`src/rtl/muldiv_unit.sv`:
```
// muldiv_unit: iterative 16x16 multiply / 16/16 divide unit.
// A multiply uses 16 shift-add steps. A divide uses 16 restoring
// shift-subtract steps. Each step takes one clock cycle.
// Signed operations work on magnitudes and fix up the signs at the end.
// The result registers hold their value until the next completion.

module muldiv_unit (
    input  logic        clock,
    input  logic        reset,
    input  logic        start,
    input  logic [1:0]  op,
    input  logic [15:0] operand_a,
    input  logic [15:0] operand_b,
    output logic        busy,
    output logic        done,
    output logic        write_lo,
    output logic        write_hi,
    output logic [15:0] value_lo,
    output logic [15:0] value_hi,
    output logic        negative,
    output logic        overflow,
    output logic        carry,
    output logic        zero
);

    typedef enum logic [1:0] {
        IDLE   = 2'd0,
        CALC   = 2'd1,
        FINISH = 2'd2
    } state_t;

    state_t      state_reg;
    logic [1:0]  op_reg;
    // hi_reg: partial product high half, or partial remainder.
    // lo_reg: multiplier being shifted out, or dividend/quotient.
    logic [15:0] hi_reg;
    logic [15:0] lo_reg;
    logic [15:0] opnd_reg;      // multiplicand magnitude or divisor magnitude
    logic [15:0] raw_a_reg;     // unmodified dividend, returned on divide by zero
    logic [4:0]  count_reg;
    logic        neg_q_reg;     // negate product / quotient at the end
    logic        neg_r_reg;     // negate remainder at the end
    logic        div0_reg;
    logic        ovf_min_reg;   // signed 0x8000 / -1 case

    // Operand magnitudes for the request being accepted
    logic        req_signed;
    logic [15:0] abs_a;
    logic [15:0] abs_b;

    // Accept-side sign handling
    always_comb begin
        req_signed = op[0];
        abs_a      = (req_signed && operand_a[15]) ? (~operand_a + 16'd1) : operand_a;
        abs_b      = (req_signed && operand_b[15]) ? (~operand_b + 16'd1) : operand_b;
    end

    // One iteration step for each kind of operation
    logic [16:0] mul_sum;
    logic [16:0] div_trial;
    logic [15:0] step_hi;
    logic [15:0] step_lo;

    // Shift-add or restoring shift-subtract step
    always_comb begin
        mul_sum   = {1'b0, hi_reg} + (lo_reg[0] ? {1'b0, opnd_reg} : 17'd0);
        div_trial = {hi_reg, lo_reg[15]} - {1'b0, opnd_reg};
        step_hi   = hi_reg;
        step_lo   = lo_reg;
        if (op_reg[1]) begin
            if (!div_trial[16]) begin
                step_hi = div_trial[15:0];
                step_lo = {lo_reg[14:0], 1'b1};
            end else begin
                step_hi = {hi_reg[14:0], lo_reg[15]};
                step_lo = {lo_reg[14:0], 1'b0};
            end
        end else begin
            step_hi = mul_sum[16:1];
            step_lo = {mul_sum[0], lo_reg[15:1]};
        end
    end

    // Final result after sign correction, plus the status flags
    logic [31:0] prod_raw;
    logic [31:0] prod_fix;
    logic [15:0] quo_fix;
    logic [15:0] rem_fix;
    logic [15:0] res_lo;
    logic [15:0] res_hi;
    logic        res_n;
    logic        res_v;
    logic        res_c;
    logic        res_z;

    // Result selection and flag generation
    always_comb begin
        prod_raw = {hi_reg, lo_reg};
        prod_fix = neg_q_reg ? (~prod_raw + 32'd1) : prod_raw;
        quo_fix  = neg_q_reg ? (~lo_reg + 16'd1) : lo_reg;
        rem_fix  = neg_r_reg ? (~hi_reg + 16'd1) : hi_reg;
        res_lo   = 16'h0000;
        res_hi   = 16'h0000;
        res_n    = 1'b0;
        res_v    = 1'b0;
        res_c    = 1'b0;
        res_z    = 1'b0;
        if (op_reg[1]) begin
            if (div0_reg) begin
                res_lo = 16'hFFFF;
                res_hi = raw_a_reg;
                res_v  = 1'b1;
            end else begin
                res_lo = quo_fix;
                res_hi = rem_fix;
                res_v  = ovf_min_reg;
            end
            res_n = res_lo[15];
            res_z = (res_lo == 16'h0000);
        end else begin
            res_lo = prod_fix[15:0];
            res_hi = prod_fix[31:16];
            res_n  = res_hi[15];
            res_z  = (prod_fix == 32'd0);
            res_c  = !op_reg[0] && (res_hi != 16'h0000);
            res_v  = op_reg[0] && (res_hi != {16{res_lo[15]}});
        end
    end

    // Control FSM with registered outputs
    always_ff @(posedge clock) begin
        if (reset) begin
            state_reg   <= IDLE;
            op_reg      <= 2'b00;
            hi_reg      <= 16'h0000;
            lo_reg      <= 16'h0000;
            opnd_reg    <= 16'h0000;
            raw_a_reg   <= 16'h0000;
            count_reg   <= 5'd0;
            neg_q_reg   <= 1'b0;
            neg_r_reg   <= 1'b0;
            div0_reg    <= 1'b0;
            ovf_min_reg <= 1'b0;
            busy        <= 1'b0;
            done        <= 1'b0;
            write_lo    <= 1'b0;
            write_hi    <= 1'b0;
            value_lo    <= 16'h0000;
            value_hi    <= 16'h0000;
            negative    <= 1'b0;
            overflow    <= 1'b0;
            carry       <= 1'b0;
            zero        <= 1'b0;
        end else begin
            case (state_reg)
                IDLE: begin
                    done     <= 1'b0;
                    write_lo <= 1'b0;
                    write_hi <= 1'b0;
                    if (start) begin
                        state_reg   <= CALC;
                        busy        <= 1'b1;
                        op_reg      <= op;
                        count_reg   <= 5'd0;
                        hi_reg      <= 16'h0000;
                        raw_a_reg   <= operand_a;
                        div0_reg    <= op[1] && (operand_b == 16'h0000);
                        ovf_min_reg <= (op == 2'b11) && (operand_a == 16'h8000)
                                       && (operand_b == 16'hFFFF);
                        neg_q_reg   <= req_signed && (operand_a[15] ^ operand_b[15]);
                        neg_r_reg   <= req_signed && op[1] && operand_a[15];
                        if (op[1]) begin
                            lo_reg   <= abs_a;
                            opnd_reg <= abs_b;
                        end else begin
                            lo_reg   <= abs_b;
                            opnd_reg <= abs_a;
                        end
                    end
                end
                CALC: begin
                    // A divide by zero has no iteration steps
                    if (div0_reg || (count_reg == 5'd16)) begin
                        state_reg <= FINISH;
                        done      <= 1'b1;
                        write_lo  <= 1'b1;
                        write_hi  <= 1'b1;
                        value_lo  <= res_lo;
                        value_hi  <= res_hi;
                        negative  <= res_n;
                        overflow  <= res_v;
                        carry     <= res_c;
                        zero      <= res_z;
                    end else begin
                        hi_reg    <= step_hi;
                        lo_reg    <= step_lo;
                        count_reg <= count_reg + 5'd1;
                    end
                end
                FINISH: begin
                    state_reg <= IDLE;
                    busy      <= 1'b0;
                    done      <= 1'b0;
                    write_lo  <= 1'b0;
                    write_hi  <= 1'b0;
                end
                default: begin
                    state_reg <= IDLE;
                    busy      <= 1'b0;
                    done      <= 1'b0;
                    write_lo  <= 1'b0;
                    write_hi  <= 1'b0;
                end
            endcase
        end
    end

endmodule
```
`config.mk`:
```
export PLATFORM = sky130hd
export DESIGN_NAME = muldiv_unit
export DESIGN_NICKNAME = d
export VERILOG_FILES = /design/src/rtl/muldiv_unit.sv
export SDC_FILE = /design/constraint.sdc
export NUM_CORES = 1
export LEC_CHECK = 0
export ABC_AREA = 0
export CAP_MARGIN = 30
export CORE_AREA = 2 2 184 114
export DETAILED_ROUTE_END_ITERATION = 10
export DIE_AREA = 0 0 186 116
export GPL_TIMING_DRIVEN = 0
export PLACE_DENSITY = 0.77
export SETUP_SLACK_MARGIN = 0.02
export SYNTH_ARGS = -nofsm -noshare
export SYNTH_HDL_FRONTEND = slang
export SYNTH_SLANG_ARGS = --single-unit
```
`constraint.sdc`:
```
create_clock -name clock -period 3.2 [get_ports clock]
set_input_delay 0.48 -clock clock [delete_from_list [all_inputs] [get_ports clock]]
set_output_delay 0.48 -clock clock [all_outputs]
set_load 0.1 [all_outputs]
```
==> impl_results.md, run 1 <==
* Inserted Clock Buffers at 17
* Tot Pwr at slightly below 0.005 W
* Worst path required time at 3540 ps
* Via count at 9835
* CORE AREA at 19800 um^2
* Drc violations at 0
* Delay-heaviest family, CP: simple AND/OR/NAND/NOR gates
* Synth Net Count at 1247
* 1st-pass router iterations at 5
* Vias per cell at 6.20
* Clock Sinks at 115
* Asr flop ratio synth at 0
* Pleak at 4.08 nW
* PortBufs at between 70 and 80
* First-pass GRT wire length at 51600 um
* Crit path cell chain: clkinvlp_4 -> buf_8 -> ha_4 -> or3b_4 -> or3_4 -> o41ai_2 -> xor2_1 -> nand3_1 -> or3_4 -> o41a_1 -> o31ai_1
* CP bufs+invs at 2
* Skew-Pair Late Insertion Delay at ~420 ps
* Power density over the cells at 432 nW/um^2
* Number of I/O pins at 77
* Final hold vios at 0
* Worst Path Max Fanout at 4
* CTS tree: done
* Peak supply drop at around 0.00043 V
* Max-slew violation count at 0
* Worst Setup Start Kind: flip-flop
* Average size of a mapped cell at 7.51 um^2
* Longest Clk Path Bufs at 2
* GPL Wtd Cong at 1.03
* Final Worst Setup Slack at -55.8 ps
* Synth cell types at 74
* Layout cell share with drive strength beyond 1 at 0.120
* Max Cap Viol at 0
* Cell Area, Synth at 8770 um^2
* # fillers at between 1500 and 2000
* DP HPWL at 26100 um
* Kind of critical path: flip-flop to flip-flop
* Synthesis-to-layout area growth at 26.6%
* Number of global-route vias before repair at a little under 9000
* Worst hold slack at 457 ps
* Nets@finish at 1381
* Largest net degree at the start of global routing at 17
* Max-Slew Margin vs Limit at 0.348
* Fin crit share at 1.02
* Non-Filler Instances at 1587
* Worst Clk Skew at 9.85 ps
* Post-synthesis cell count at approximately 1200
* Minimum clock period at 3260 ps
* Area leader, netlist: dfxtp_1
* Remaining antenna violation count at 0
* Synth top area cells: dfxtp_1 (26%), nand2_1 (6.2%), xor2_1 (5.8%)
* Worst Tran Pin Value at 974 ps
* Die Wd at around 190 um
* CTS clk-pin slew, worst paths at 60 ps
* Number of H-tree levels at 4
* Clock Tree Root: clkbuf_16
* Slowest cell on crit path: or3_4
* Sequential-to-total area share from yosys stat at 0.262
* Die area at 21600 um^2
* Initial antenna violation count at 0
* Max Freq at 0.307 GHz
* Initial Utilization at 0.444
* RSZ-0062 raised after global routing: yes
* EDFF count, synth at 0
* Row count at 40
* Share of Yosys cell area claimed by the top area cell type at 0.262
* Antenna Cells at 0
* Violated checks: negative setup slack
* Status: finished with violations
* CP peak stage delay at 390 ps
* Seq cells post-synth at about 120
* Final setup viols at 1
* DR iter-0 viols at 1459
* Gr ovfl total at 0
* CP Capture Type: flip-flop
* Synth Warn # at 0
* CP most frequent cell: or3_4
* Arrival time worst endpoint at 3590 ps
* Post-DR wirelength/cell at 21.6 um
* Gr usage total at 0.319
* Main synth FF type: dfxtp_1
* Inst Count DP at 1517
* Die height at 116 um
* Post-Route WL at 34300 um
* Worst hold path type: flip-flop to flip-flop
cells in the final DEF (no fill, tap or decap), types with 24 or more instances in the layout:
| cell type | instances |
|---|---|
| nand2_1 | 145 |
| buf_4 | 43 |
| mux2i_1 | 36 |
| ha_1 | 37 |
| o21ai_0 | 59 |
| clkbuf_1 | 61 |
| nor2_1 | 117 |
| o211ai_1 | 31 |
| xnor2_1 | 37 |
| clkdlybuf4s50_1 | 74 |
| xor2_1 | 56 |
| dfxtp_1 | 108 |
| a21oi_1 | 94 |
| a211oi_1 | 33 |
| nor3_1 | 39 |
| inv_1 | 37 |
| nand3_1 | 24 |
worst min-delay path: cells and delay by family (launching register included):
| family | cells | cell delay [ps] |
|---|---|---|
| AO/OA/AOI/OAI | 1 | 50 |
| AND/OR/NAND/NOR | 1 | 50 |
| flip-flops | 1 | 310 |
cell type report:
| class | count | area (um^2) | share of cell area |
|---|---|---|---|
| plain buffers | 82 | 397 | 0.0357 |
| clock buffers | 18 | 439 | 0.0396 |
| clock inverters | 13 | 150 | 0.0135 |
| inverters | 43 | 173 | 0.0156 |
| multi-input cells | 924 | 6160 | 0.555 |
| flip-flops and latches | 115 | 2320 | 0.209 |
| well taps | 273 | 342 | 0.0308 |
| repair buffers | 119 | 1120 | 0.101 |
path summary, 6_finish.rpt:
path | from | to | slack, ps | cells after the start
setup reg to reg | lo_reg[0]$_SDFFE_PP0P_ | zero$_SDFFE_PP0P_ | -60 | 11
hold reg to reg | raw_a_reg[11]$_SDFFE_PP0P_ | raw_a_reg[11]$_SDFFE_PP0P_ | 460 | 2
hold / removal | raw_a_reg[11]$_SDFFE_PP0P_ | raw_a_reg[11]$_SDFFE_PP0P_ | 460 | 2
setup / recovery | lo_reg[0]$_SDFFE_PP0P_ | zero$_SDFFE_PP0P_ | -60 | 11
where the power goes:
group / switching (W) / internal, W
Clock: 0.000782 / 0.00118
Sequential: 0.0000619 / 0.00149
Combinational: 0.000766 / 0.000527
per-layer routing:
layer / track usage / routed length, um / share of wire
met1: 0.494 / 15600 / 0.45
met5: 0.0222 / 69 / 0.0020
met2: 0.427 / 13200 / 0.38
met4: 0.0614 / 461 / 0.013
met3: 0.0940 / 5040 / 0.15
per-stage QoR:
step	setup slack, ps	TNS, ps	utilization	instance area (um^2)
floorplan	-101	-101	-	8790
global placement	-770	-13930	0.500	9880
detailed placement	-776	-12190	0.500	9890
CTS	-119	-119	0.549	10800
global route	-162	-212	0.562	11100
finish	-55.8	-55.8	0.562	11100
cells in the mapped netlist (5+ instances only):
| master | n |
|---|---|
| nor2_1 | 118 |
| nor3_1 | 41 |
| clkbuf_1 | 65 |
| nand3_1 | 25 |
| or2_2 | 6 |
| dfxtp_1 | 115 |
| nor2b_1 | 5 |
| nand2b_1 | 10 |
| or4_1 | 7 |
| o21a_1 | 5 |
| mux2i_1 | 37 |
| nand2_1 | 145 |
| nor4_1 | 5 |
| a31oi_1 | 11 |
| o21ai_0 | 62 |
| a21oi_1 | 95 |
| a211oi_1 | 34 |
| inv_1 | 42 |
| o211ai_1 | 31 |
| buf_1 | 7 |
| o31ai_1 | 19 |
| clkbuf_8 | 5 |
| or3_1 | 8 |
| xnor2_1 | 40 |
| o22ai_1 | 9 |
| nand4_1 | 15 |
| a22oi_1 | 9 |
| o41ai_1 | 11 |
| ha_1 | 40 |
| a21o_1 | 9 |
| xor2_1 | 58 |
what timing repair did:
action	CTS	global route
pin swaps	17	20
hold buffers	0	0
setup endpoints to repair	22	25
gates resized for setup	34	39
setup buffers	27	16
logic make-up (layout without fill, tap and decap cells):
family	after synthesis	after routing	share of synthesized area
buffers and inverters	129	275	0.0655
XOR/XNOR	98	98	0.0978
flip-flops	115	115	0.262
multiplexers	37	37	0.0422
AND/OR/NAND/NOR	413	413	0.223
adder cells (fa/ha/maj)	42	42	0.0616
AO/OA/AOI/OAI	334	334	0.248
(Power assumes the default switching activity.)
==> run 2, diff against run 1 <==
==> constraint.sdc (replaced) <==
create_clock -name clock -period 3.2 [get_ports clock]
set_input_delay 0.64 -clock clock [delete_from_list [all_inputs] [get_ports clock]]
set_output_delay 0.64 -clock clock [all_outputs]
set_load 0.1 [all_outputs]
==> run 2 against run 1 <==
Against the previous run: the run still ends with negative setup slack left; register-to-register slack about the same; clock power about the same; utilization is 0.20 points higher; worst setup slack better by 5.2 ps; sequential share of layout area decreased by 0.073 points; final cell count did not move; sequential power is essentially flat; global-route usage barely moved; combinational power about the same; clock skew up 1.1 ps; die area did not move.
==> impl_results.md, run 2 (synthesized netlist as in run 1, its figures left out) <==
* Worst hold path type: flip-flop to flip-flop
* Fin crit share at 1.02 (-0.00164)
* Max-slew violation count at 0 (unchanged)
* Initial Utilization at 0.444 (unchanged)
* Vias per cell at 6.18 (-0.35%)
* CP most frequent cell: or3_4
* Kind of critical path: flip-flop to flip-flop
* Final Worst Setup Slack at -50.6 ps (+5.24 ps)
* CP bufs+invs at 2 (unchanged)
* Die area at 21600 um^2 (unchanged)
* CP Capture Type: flip-flop
* Skew-Pair Late Insertion Delay at 420 ps (about the same)
* CP peak stage delay at 390 ps (about the same)
* DP HPWL at 26100 um (unchanged)
* PortBufs at 74 (unchanged)
* Place WS at -776 ps (unchanged)
* Inserted Clock Buffers at 17 (unchanged)
* Number of global-route vias before repair at 8689 (-0.012%)
* Nets@finish at 1381 (unchanged)
* Worst Setup Start Kind: flip-flop
* Antenna Cells at 0 (unchanged)
* Row count at 40 (unchanged)
* CTS tree: done
* Most frequent cells in the layout: nand2_1 (145), nor2_1 (117), dfxtp_1 (108), a21oi_1 (92), clkdlybuf4s50_1 (74)
* Worst Path Max Fanout at 4 (unchanged)
* Remaining antenna violation count at 0 (unchanged)
* Peak supply drop at 0.000429 V (about the same)
* Gr ovfl total at 0 (unchanged)
* Clock Sinks at 115 (unchanged)
* Post-Route WL at 34400 um (+0.20%)
* Pleak at 4.09 nW (+0.31%)
* Worst Clk Skew at 11.0 ps (+1.10 ps)
* Slowest cell on crit path: or3_4
* Max Freq at 0.308 GHz (+0.16%)
* First-pass GRT wire length at 51600 um (about the same)
* Minimum clock period at 3250 ps (-5.24 ps)
* Final hold vios at 0 (unchanged)
* Power density over the cells at 432 nW/um^2 (-0.19%)
* Drc violations at 0 (unchanged)
* 1st-pass router iterations at 7 (+2)
* Dpl cell area at 9890 um^2 (unchanged)
* Crit path cell chain: clkinvlp_4 -> buf_8 -> ha_4 -> or3b_4 -> or3_4 -> o41ai_2 -> xor2_1 -> nand3_1 -> or3_4 -> o41a_1 -> o31ai_1
* GPL Wtd Cong at 1.03 (unchanged)
* Post-DR wirelength/cell at 21.7 um (+0.20%)
* Worst path required time at 3540 ps (about the same)
* Status: finished with violations
* Via count at 9801 (-0.35%)
* Fin util at 0.564 (+0.00196)
* Final Cell Area at 11100 um^2 (+0.35%)
* Tot Pwr at 0.00481 W (+0.15%)
* Largest net degree at the start of global routing at 17 (unchanged)
* Hold buffers post-CTS at 0 (unchanged)
* Die height at 116 um (unchanged)
* Longest Clk Path Bufs at 2 (unchanged)
* Worst Tran Pin Value at 976 ps (+1.16 ps)
* CTS clk-pin slew, worst paths at 60 ps (about the same)
* Arrival time worst endpoint at 3590 ps (about the same)
* Gr usage total at 0.320 (about the same)
* Die Wd at 186 um (unchanged)
* Delay-heaviest family, CP: simple AND/OR/NAND/NOR gates
* Number of H-tree levels at 4 (unchanged)
* Max-Slew Margin vs Limit at 0.348 (-0.000778)
* Final setup viols at 1 (unchanged)
* Clock Tree Root: clkbuf_16
* Layout cell share with drive strength beyond 1 at 0.125 (+0.00457)
* Initial antenna violation count at 0 (unchanged)
* Most common cell after layout, fill and taps aside: nand2_1
* DR iter-0 viols at 1377 (-5.6%)
* Synthesis-to-layout area growth at 27.0%
* Violated checks: negative setup slack
* RSZ-0062 raised after global routing: yes
* CORE AREA at 19800 um^2 (unchanged)
* Worst hold slack at 458 ps (+1.40 ps)
* Max Cap Viol at 0 (unchanged)
* Number of I/O pins at 77 (unchanged)
-- run 2: changes by cell type in the layout (fill, tap and decap cells not counted), moves of 2 or more --
| cell | before | now |
|---|---|---|
| a211oi_1 | 33 | 31 |
| a211oi_2 | 1 | 3 |
| a21oi_1 | 94 | 92 |
| a21oi_2 | 1 | 3 |
-- run 2: layout make-up --
type | instances | area, um^2
Clock buffer | 18 | 439
Clock inverter | 13 | 150
Timing Repair Buffer | 119 | 1120
Tap cell | 273 | 342
Fill cell | 1807 | 8630
Inverter | 43 | 173
Buffer | 82 | 397
Multi-Input combinational cell | 924 | 6200
Sequential cell | 115 | 2320
-- run 2: worst paths after layout --
| path | start | slack (ps) | cells past startpoint | endpoint |
|---|---|---|---|---|
| worst min register to register | opnd_reg[10]$_SDFFE_PP0P_ | 460 | 2 | opnd_reg[10]$_SDFFE_PP0P_ |
| worst max-delay path | lo_reg[0]$_SDFFE_PP0P_ | -50 | 11 | zero$_SDFFE_PP0P_ |
| worst min-delay path | opnd_reg[10]$_SDFFE_PP0P_ | 460 | 2 | opnd_reg[10]$_SDFFE_PP0P_ |
| worst max register to register | lo_reg[0]$_SDFFE_PP0P_ | -50 | 11 | zero$_SDFFE_PP0P_ |
-- run 2: through the flow --
stage	TNS (ps)	std cells
5_1_grt	-212	1587
3_5_place_dp	-13800	1517
2_1_floorplan	-101	1168
4_1_cts	-119	1573
6_report	-50.6	1587
3_3_place_gp	-17380	1515
-- run 2: what timing repair did --
action / CTS / global route
setup buffers: 27 / 16
pin swaps: 17 / 20
gates resized for setup: 36 / 44
setup endpoints to repair: 25 / 25
-- run 2: power by group --
part           internal (W)  leakage (nW)  switching, W
combinational      0.000529          2.88      0.000770
sequential          0.00149         0.940     0.0000624
clock               0.00118         0.273      0.000782
total               0.00319          4.09       0.00161
-- run 2: worst reg2reg max path, cell delays in order, from the launching register on --
cell and delay, ps:
dfxtp_4 360, clkinvlp_4 120, buf_8 130, ha_4 130, or3b_4 370, or3_4 390, o41ai_2 320, xor2_1 270
nand3_1 100, or3_4 360, o41a_1 390, o31ai_1 230
-- run 2: layer usage --
layer,part of all wire,global-route usage
met1,0.46,0.495
met2,0.38,0.428
met3,0.15,0.0933
met4,0.014,0.0619
met5,0.0020,0.0222
